**src/rtl/mac_pkg.sv**
```systemverilog
// Shared constants for the multiply-accumulate datapath: product width, state
// encoding and a constant-evaluable clog2 for deriving counter widths.
package mac_pkg;

    localparam int unsigned PROD_W = 8;

    localparam logic [0:0] ST_ACCUM = 1'b0;
    localparam logic [0:0] ST_HOLD  = 1'b1;

    function automatic int unsigned clog2(input int unsigned value);
        int unsigned res;
        longint unsigned pow;
        res = 0;
        pow = 1;
        while (pow < longint'(value)) begin
            pow = pow << 1;
            res = res + 1;
        end
        return res;
    endfunction

endpackage

```
**src/rtl/mac_accum_if.sv**
```systemverilog
// Product-in / result-out handshake bundle between the multiplier feed and the
// accumulate stage.
interface mac_accum_if
    import mac_pkg::*;
#(
    parameter int unsigned ACC_W = 12,
    parameter int unsigned CNT_W = 5
);
    logic              in_valid;
    logic              in_ready;
    logic [PROD_W-1:0] prod;
    logic              in_last;
    logic              out_valid;
    logic              out_ready;
    logic [ACC_W-1:0]  acc_out;
    logic [CNT_W-1:0]  out_count;
    logic              out_ovf;

    modport master (
        output in_valid, prod, in_last, out_ready,
        input  in_ready, out_valid, acc_out, out_count, out_ovf
    );

    modport slave (
        input  in_valid, prod, in_last, out_ready,
        output in_ready, out_valid, acc_out, out_count, out_ovf
    );
endinterface

```
**src/rtl/mac_accum.sv**
```systemverilog
// Frame accumulator: sums up to N_TERMS products per frame, then holds the
// result on a valid/ready port until it is taken.
module mac_accum
    import mac_pkg::*;
#(
    parameter int unsigned N_TERMS = 16,
    parameter int unsigned ACC_W   = 12
) (
    input logic       clk,
    input logic       rst,
    mac_accum_if.slave bus
);
    localparam int unsigned CNT_W = clog2(N_TERMS + 1);

    logic [0:0]       state_q, state_d;
    logic [ACC_W-1:0] acc_q, acc_d, acc_out_q, acc_out_d;
    logic [CNT_W-1:0] cnt_q, cnt_d, out_count_q, out_count_d;
    logic             ovf_q, ovf_d, out_ovf_q, out_ovf_d;

    logic [ACC_W:0]   sum;
    logic             accept;
    logic             close;

    // One spare bit on top of the accumulator captures the carry-out of this add.
    assign sum    = {1'b0, acc_q} + {{(ACC_W + 1 - PROD_W){1'b0}}, bus.prod};
    assign accept = bus.in_valid && (state_q == ST_ACCUM);
    assign close  = accept && (bus.in_last || (cnt_q == CNT_W'(N_TERMS - 1)));

    always_comb begin
        state_d     = state_q;
        acc_d       = acc_q;
        cnt_d       = cnt_q;
        ovf_d       = ovf_q;
        acc_out_d   = acc_out_q;
        out_count_d = out_count_q;
        out_ovf_d   = out_ovf_q;
        if (state_q == ST_ACCUM) begin
            if (accept) begin
                acc_d = sum[ACC_W-1:0];
                ovf_d = ovf_q | sum[ACC_W];
                cnt_d = cnt_q + 1'b1;
                if (close) begin
                    state_d     = ST_HOLD;
                    acc_out_d   = sum[ACC_W-1:0];
                    out_count_d = cnt_q + 1'b1;
                    out_ovf_d   = ovf_q | sum[ACC_W];
                end
            end
        end else if (bus.out_ready) begin
            state_d = ST_ACCUM;
            acc_d   = '0;
            cnt_d   = '0;
            ovf_d   = 1'b0;
        end
    end

    always_ff @(posedge clk) begin
        if (rst) begin
            state_q     <= ST_ACCUM;
            acc_q       <= '0;
            cnt_q       <= '0;
            ovf_q       <= 1'b0;
            acc_out_q   <= '0;
            out_count_q <= '0;
            out_ovf_q   <= 1'b0;
        end else begin
            state_q     <= state_d;
            acc_q       <= acc_d;
            cnt_q       <= cnt_d;
            ovf_q       <= ovf_d;
            acc_out_q   <= acc_out_d;
            out_count_q <= out_count_d;
            out_ovf_q   <= out_ovf_d;
        end
    end

    assign bus.in_ready  = (state_q == ST_ACCUM);
    assign bus.out_valid = (state_q == ST_HOLD);
    assign bus.acc_out   = acc_out_q;
    assign bus.out_count = out_count_q;
    assign bus.out_ovf   = out_ovf_q;
endmodule
```
**src/flat_wrapper.sv**
```systemverilog
// flat-port wrapper written by rule: the top's interface ports become plain ports
module mac_accum_flat import mac_pkg::*;
#(
    parameter int unsigned N_TERMS = 16,
    parameter int unsigned ACC_W   = 12
)
  (clk, rst, bus_in_valid, bus_prod, bus_in_last, bus_out_ready, bus_in_ready, bus_out_valid, bus_acc_out, bus_out_count, bus_out_ovf);
  mac_accum_if #(.ACC_W(ACC_W)) bus_i ();
  input logic clk;
  input logic rst;
  input wire logic [$bits(bus_i.in_valid)-1:0] bus_in_valid;
  input wire logic [$bits(bus_i.prod)-1:0] bus_prod;
  input wire logic [$bits(bus_i.in_last)-1:0] bus_in_last;
  input wire logic [$bits(bus_i.out_ready)-1:0] bus_out_ready;
  output wire logic [$bits(bus_i.in_ready)-1:0] bus_in_ready;
  output wire logic [$bits(bus_i.out_valid)-1:0] bus_out_valid;
  output wire logic [$bits(bus_i.acc_out)-1:0] bus_acc_out;
  output wire logic [$bits(bus_i.out_count)-1:0] bus_out_count;
  output wire logic [$bits(bus_i.out_ovf)-1:0] bus_out_ovf;
  assign bus_i.in_valid = bus_in_valid;
  assign bus_i.prod = bus_prod;
  assign bus_i.in_last = bus_in_last;
  assign bus_i.out_ready = bus_out_ready;
  assign bus_in_ready = bus_i.in_ready;
  assign bus_out_valid = bus_i.out_valid;
  assign bus_acc_out = bus_i.acc_out;
  assign bus_out_count = bus_i.out_count;
  assign bus_out_ovf = bus_i.out_ovf;
  mac_accum #(.N_TERMS(N_TERMS), .ACC_W(ACC_W)) u_core (.clk(clk), .rst(rst), .bus(bus_i));
endmodule
```
**config.mk**
```make
export PLATFORM = sky130hd
export DESIGN_NAME = mac_accum_flat
export DESIGN_NICKNAME = d
export VERILOG_FILES = /design/src/rtl/mac_pkg.sv /design/src/rtl/mac_accum_if.sv /design/src/rtl/mac_accum.sv /design/src/flat_wrapper.sv
export SDC_FILE = /design/constraint.sdc
export NUM_CORES = 1
export LEC_CHECK = 0
export CAP_MARGIN = 15
export CORE_MARGIN = 8
export CORE_UTILIZATION = 52
export DETAILED_ROUTE_END_ITERATION = 16
export PLACE_DENSITY_LB_ADDON = 0.3
export SETUP_SLACK_MARGIN = 0.3
export SYNTH_ARGS = -nofsm -noshare
export SYNTH_HDL_FRONTEND = slang
export SYNTH_SLANG_ARGS = --single-unit
export TNS_END_PERCENT = 20
```
**constraint.sdc**
```tcl
create_clock -name clk -period 3.1 [get_ports clk]
set_clock_uncertainty 0.15 [all_clocks]
set_input_delay 0.465 -clock clk [delete_from_list [all_inputs] [get_ports clk]]
set_output_delay 0.465 -clock clk [all_outputs]
set_load 0.05 [all_outputs]
```
==> results by group, run 1 <==
Run status
  – Status: finished clean

Power
  – Final Power: about 0.0011 W
  – Leakage: around 0.9 nW
  – P per Cell Area: roughly 480 nW/um^2
  – Worst vdd ir: between 300 and 400 uV

Synthesis
  – Flop and latch count out of synthesis: 37
  – Synthesized area per cell: roughly 8.5 sq um
  – Number of enable flip-flop cells after synthesis: 0
  – Top_reg_cell synth: dfxtp_1
  – Syn Std Cell Area: 1850 sq um
  – Syn Nets: approximately 240
  – Largest cells by area after synthesis: dfxtp_1, ha_1, nor2_1, a21oi_1, nand2_1
  – Share of the synthesized area in the top cell type: 0.399
  – Count of cell types in the netlist: 42
  – Sequential area share after synthesis: 0.399
  – Synth top cells by count: dfxtp_1, nor2_1, nand2_1
  – Synthesis Warnings: 0
  – Most instantiated library cell after synthesis: dfxtp_1
  – Post-Synthesis Cells: around 220
  – Synth area leader: dfxtp_1
  – Async SR Flop Fraction: 0

Route
  – Via/cell ratio: ~5.6
  – DRC Markers: 0
  – Via count: ~1700
  – Initial DRC count: ~130
  – Remaining antenna violation count: 0
  – First-pass iteration count of the detailed router: 4
  – Routed wire length: about 4.2 mm
  – Average wire per standard cell: about 14 microns

Clock network
  – Clock-pin slew on the worst setup and hold paths: between 100 and 150 ps
  – CTS H-Tree Depth: 2
  – Cts hold-fix bufs: 0
  – CTS max path bufs: 2
  – CTS tree: built
  – Clock Latency Late Sink: roughly 350 ps
  – Post_cts resized: 0
  – Clk root buf: clkbuf_4
  – Num CTS Buffers: 5
  – Clk sink count: 37
  – Post-CTS setup buffers: 0

STA
  – Max Clk Rate: 403 MHz
  – Fin crit period: roughly 2500 ps
  – Final setup TNS: 0 ps
  – Setup violators final: 0
  – Endpoints failing hold: 0
  – Max transition margin: 0.548
  – Final cycle utilization of the critical path: 0.801
  – Fin. max-slew vios: 0
  – Worst-margin pin slew: between 600 and 700 ps
  – RSZ-0062 raised after global routing: false

Layout
  – Total Nets Final: 278
  – Syn-to-layout area delta: 24.4%
  – Layout cell share with drive strength beyond 1: 0.0824
  – Non-Filler Instances: between 300 and 400
  – N_diodes: 0

GRT
  – Largest net degree at the start of global routing: 28
  – GRT Overall Usage: 0.157
  – Vias in the first global route: ~1600
  – Remaining global-route overflow: 0
  – Global-route wire length before repair: 6.80 mm
  – Initial antenna violation count: 0

Setup path
  – WP data required: 3240 ps
  – CP arrival: approximately 2600 ps
  – Worst reg-to-reg path cell count: 8
  – Critical path class: input pin to flip-flop
  – Startpoint types: input pin
  – R2r endpoint: u_core.acc_q[10]
  – Reg-to-reg slack, setup: between 800 and 900 ps
  – CP endpoint kind: flip-flop
  – Crit Path Max Fanout: 5
  – R2R Path Start: u_core.acc_q[0]

Die
  – Die Area: 5730 sq um
  – Core Region: between 3000 and 4000 sq um
  – DIE WIDTH: ~76 microns
  – Initial Util: 0.547
  – # IOs: 33
  – Die height: around 76 microns
  – # rows: 21

Placement
  – I/O Buffers: 32
  – Placer congestion estimate: about 0.82
  – Placed wire-length estimate: slightly above 3 mm
  – Placed insts: between 200 and 300

Worst hold path
  – Hold EP: u_core.bus.acc_out[2]
  – HP Class: flip-flop to flip-flop
  – Hold path cells: 2
  – HP Start: u_core.bus.acc_out[2]

Flow run
  – Max cap viols: 0
layout by cell type (no fill, tap or decap), drive strengths merged, types with 5 or more instances in the layout:
| cell | netlist | final |
|---|---|---|
| dfxtp | 37 | 37 |
| nor2 | 32 | 32 |
| clkdlybuf4s50 | 0 | 32 |
| nand2 | 26 | 26 |
| a21oi | 19 | 19 |
| ha | 10 | 10 |
| buf | 2 | 7 |
| a22oi | 7 | 7 |
| a211oi | 7 | 7 |
| xor2 | 6 | 6 |
| clkbuf | 8 | 6 |
| o21ai | 6 | 6 |
| inv | 5 | 5 |
worst max-delay path: stages:
cell and delay, ps:
clkdlybuf4s50_1 470, ha_1 170, inv_1 60, fa_1 390, nand2b_1 190, a211oi_2 290, o21ai_2 160, or3_1 320
a31oi_1 120
cells by family (layout without fill, tap and decap cells):
family          Yosys count  after routing  share of synthesized area
compound gates           58             58                      0.218
xor+xnor                  8              8                     0.0378
buf+inv                  16             52                     0.0378
simple gates             89             89                      0.229
fa+ha+maj                11             11                     0.0783
flops                    37             37                      0.399
state kept, by name, indices dropped and copies added, names as in the netlist:
register              count
u_core.acc_q             12
u_core.bus.out_valid      1
u_core.bus.out_count      5
u_core.cnt_q              5
u_core.ovf_q              1
u_core.bus.out_ovf        1
u_core.bus.acc_out       12
metal layers:
layer	part of all wire	global-route usage
met5	0	0
met4	0.025	0.0789
met3	0.062	0.0382
met2	0.46	0.265
met1	0.45	0.182
power by group:
group | leakage [nW] | switching [W] | total (W) | internal [W]
combinational | 0.539 | 0.000190 | 0.000306 | 0.000115
clock | 0.0382 | 0.000165 | 0.000276 | 0.000111
sequential | 0.302 | 0.0000195 | 0.000526 | 0.000507
cell type report:
class                      instances  area [sq um]
tap                               46          57.6
fill                             295          1080
timing repair buffer              39           373
clock buffer                       6          51.3
inverter                           5          18.8
clock inverter                     2          13.8
multi-input combinational        166          1050
sequential                        37           741
per-stage QoR:
stage                     hold WS, ps  instance area (sq um)   util  worst slack, ps
after floorplan                   291                   1850      -              765
after global placement            297                   2230  0.659              165
after detailed placement          300                   2230  0.659              121
after CTS                         319                   2300  0.678              475
after global routing              344                   2310  0.681              429
final                             317                   2310  0.681              616
how the worst max path moves through the flow:
stage                 from               end  slack, ps
5_1_grt        bus_prod[0]  u_core.acc_q[10]        430
2_1_floorplan  bus_prod[0]  u_core.acc_q[10]        770
4_1_cts        bus_prod[0]  u_core.acc_q[10]        470
3_5_place_dp   bus_prod[0]  u_core.acc_q[10]        120
3_3_place_gp   bus_prod[0]  u_core.acc_q[10]        160
6_report       bus_prod[0]  u_core.acc_q[10]        620
Power figures use the tool's default switching activity.
==> inputs of run 2 (changes only) <==
- clock period: 3.1 -> 2.4 ns (I/O delays scaled with it)
==> results by group, run 2 (same netlist as run 1, synthesis figures left out) <==
Setup path
  – Crit path capture: bus_out_valid
  – CP arrival: 1620 ps (-1000 ps)
  – Startpoint types: flip-flop
  – Critical path class: flip-flop to output pin
  – WP data required: 1890 ps (-1350 ps)
  – Crit path max-delay cell type: clkdlybuf4s50_1
  – WP buf/inv: 1 (-1)
  – CP Depth: 1 (-8)
  – Critical-path cell list: clkdlybuf4s50_1
  – R2R Path Start: u_core.acc_q[1]
  – R2r endpoint: u_core.bus.acc_out[11]
  – Worst path max stage delay: 820 ps (+350 ps)
  – Kind of cell adding the most delay to the critical path: buffers and inverters
  – CP endpoint kind: output pin
  – Crit Path Max Fanout: 7 (+2)
  – Worst reg-to-reg path cell count: 6 (-2)
  – Setup crit start: u_core.bus.out_valid
  – Reg-to-reg slack, setup: 290 ps (-560 ps)

Clock network
  – CTS max path bufs: 2 (unchanged)
  – CTS tree: built
  – Clk sink count: 37 (unchanged)
  – Clock Latency Late Sink: 370 ps (+20 ps)
  – Num CTS Buffers: 5 (unchanged)
  – CTS H-Tree Depth: 2 (unchanged)
  – Clock-pin slew on the worst setup and hold paths: 130 ps (about the same)
  – Clk root buf: clkbuf_4

Power
  – Leakage: 0.990 nW (+13%)
  – P per Cell Area: 633 nW/um^2 (+32%)
  – Worst vdd ir: 439 uV (+38%)
  – Final Power: 0.00164 W (+48%)

GRT
  – Initial antenna violation count: 0 (unchanged)
  – GRT Overall Usage: 0.184 (+0.0262)
  – Largest net degree at the start of global routing: 16 (-43%)
  – Global-route wire length before repair: 7.76 mm (+14%)
  – Vias in the first global route: 1725 (+5.4%)
  – Remaining global-route overflow: 0 (unchanged)

Worst hold path
  – Hold path cells: 2 (unchanged)
  – HP Class: flip-flop to flip-flop

Placement
  – Placed wire-length estimate: 3.21 mm (+4.7%)
  – I/O Buffers: 32 (unchanged)
  – Placer congestion estimate: 0.801 (-2.0%)
  – Placed Area: 2320 sq um (+4.1%)

Layout
  – Total Nets Final: 295 (+6.1%)
  – Most frequent cells in the layout: dfxtp_1, nor2_1, clkdlybuf4s50_1
  – Commonest non-fill, non-tap cell in the layout: dfxtp_1
  – Syn-to-layout area delta: 39.3%
  – Layout cell share with drive strength beyond 1: 0.202 (+0.120)
  – Fill cells: 224 (-24%)
  – N_diodes: 0 (unchanged)
  – Fin area: 2580 sq um (+12%)

Route
  – Via count: 1837 (+8.2%)
  – Via/cell ratio: 5.78 (+2.5%)
  – First-pass iteration count of the detailed router: 7 (+3)
  – Remaining antenna violation count: 0 (unchanged)
  – Initial DRC count: 100 (-21%)
  – DRC Markers: 0 (unchanged)
  – Routed wire length: 5.07 mm (+20%)
  – Average wire per standard cell: 15.9 microns (+13%)

STA
  – Max Clk Rate: roughly 470 MHz
  – Final setup TNS: 0 ps (unchanged)
  – Max transition margin: 0.640 (+0.0921)
  – Fin crit period: between 2000 and 2500 ps
  – Endpoints failing hold: 0 (unchanged)
  – Final cycle utilization of the critical path: 0.887
  – Fin. max-slew vios: 0 (unchanged)
  – Worst-margin pin slew: 538 ps (-138 ps)
  – Setup violators final: 0 (unchanged)
  – RSZ-0062 raised after global routing: true

Run status
  – Status: finished clean

Die
  – DIE WIDTH: 75.7 microns (unchanged)
  – Die height: 75.7 microns (unchanged)
  – # IOs: 33 (unchanged)
  – Die Area: 5730 sq um (unchanged)
  – Initial Util: 0.547 (unchanged)
  – # rows: 21 (unchanged)
  – Core Region: 3390 sq um (unchanged)

Flow run
  – Max cap viols: 0 (unchanged)
run 2: changes by cell type in the layout (fill, tap and decap cells not counted), sizes merged:
cell           delta
clkdlybuf4s50     -4
clkbuf            -1
buf              +17
clkinvlp          +1
clkinv            -1
bufinv            +1
dlygate4sd2       +4
run 2: where the power goes:
group | total, W | internal, W | switching, W
combinational | 0.000494 | 0.000207 | 0.000288
sequential | 0.000687 | 0.000655 | 0.0000318
clock | 0.000454 | 0.000220 | 0.000234
run 2: timing repair:
action / 4_1_cts / 5_1_grt
hold endpoints to repair: 0 / 0
setup buffers: 2 / 3
gates resized for setup: 22 / 7
hold buffers: 0 / 0
setup endpoints to repair: 18 / 21
pin swaps: 14 / 17
run 2: worst min path at each step:
stage               slack (ps)                 endpoint                     from
floorplan                  290             u_core.ovf_q             u_core.ovf_q
global placement           290  u_core.bus.out_count[1]  u_core.bus.out_count[1]
detailed placement         300    u_core.bus.acc_out[0]    u_core.bus.acc_out[0]
CTS                        310    u_core.bus.acc_out[0]    u_core.bus.acc_out[0]
global route               340    u_core.bus.acc_out[3]    u_core.bus.acc_out[3]
finish                     310    u_core.bus.acc_out[0]    u_core.bus.acc_out[0]
run 2: layout make-up:
cell class                 count  area [sq um]  area share
sequential                    37           744       0.288
inverter                       5          18.8     0.00726
timing repair buffer          56           499       0.193
clock buffer                   5          37.5      0.0145
tap                           46          57.6      0.0223
multi-input combinational    166          1180       0.457
clock inverter                 3          46.3      0.0179
run 2: routing by layer:
metal  up-vias  wire (microns)  global-route usage
li1        889               -                   -
met1       863            2140               0.212
met2        64            2450               0.294
met3        21             314              0.0605
met4         0             158              0.0981
met5         -               0                   0
run 2: stage by stage:
stage / cells / setup slack (ps) / util / hold slack (ps)
floorplan: 219 / 170 / - / 291
global placement: 305 / -371 / 0.686 / 294
detailed placement: 305 / -435 / 0.686 / 297
CTS: 315 / 255 / 0.744 / 314
global route: 318 / 181 / 0.762 / 344
finish: 318 / 272 / 0.762 / 312
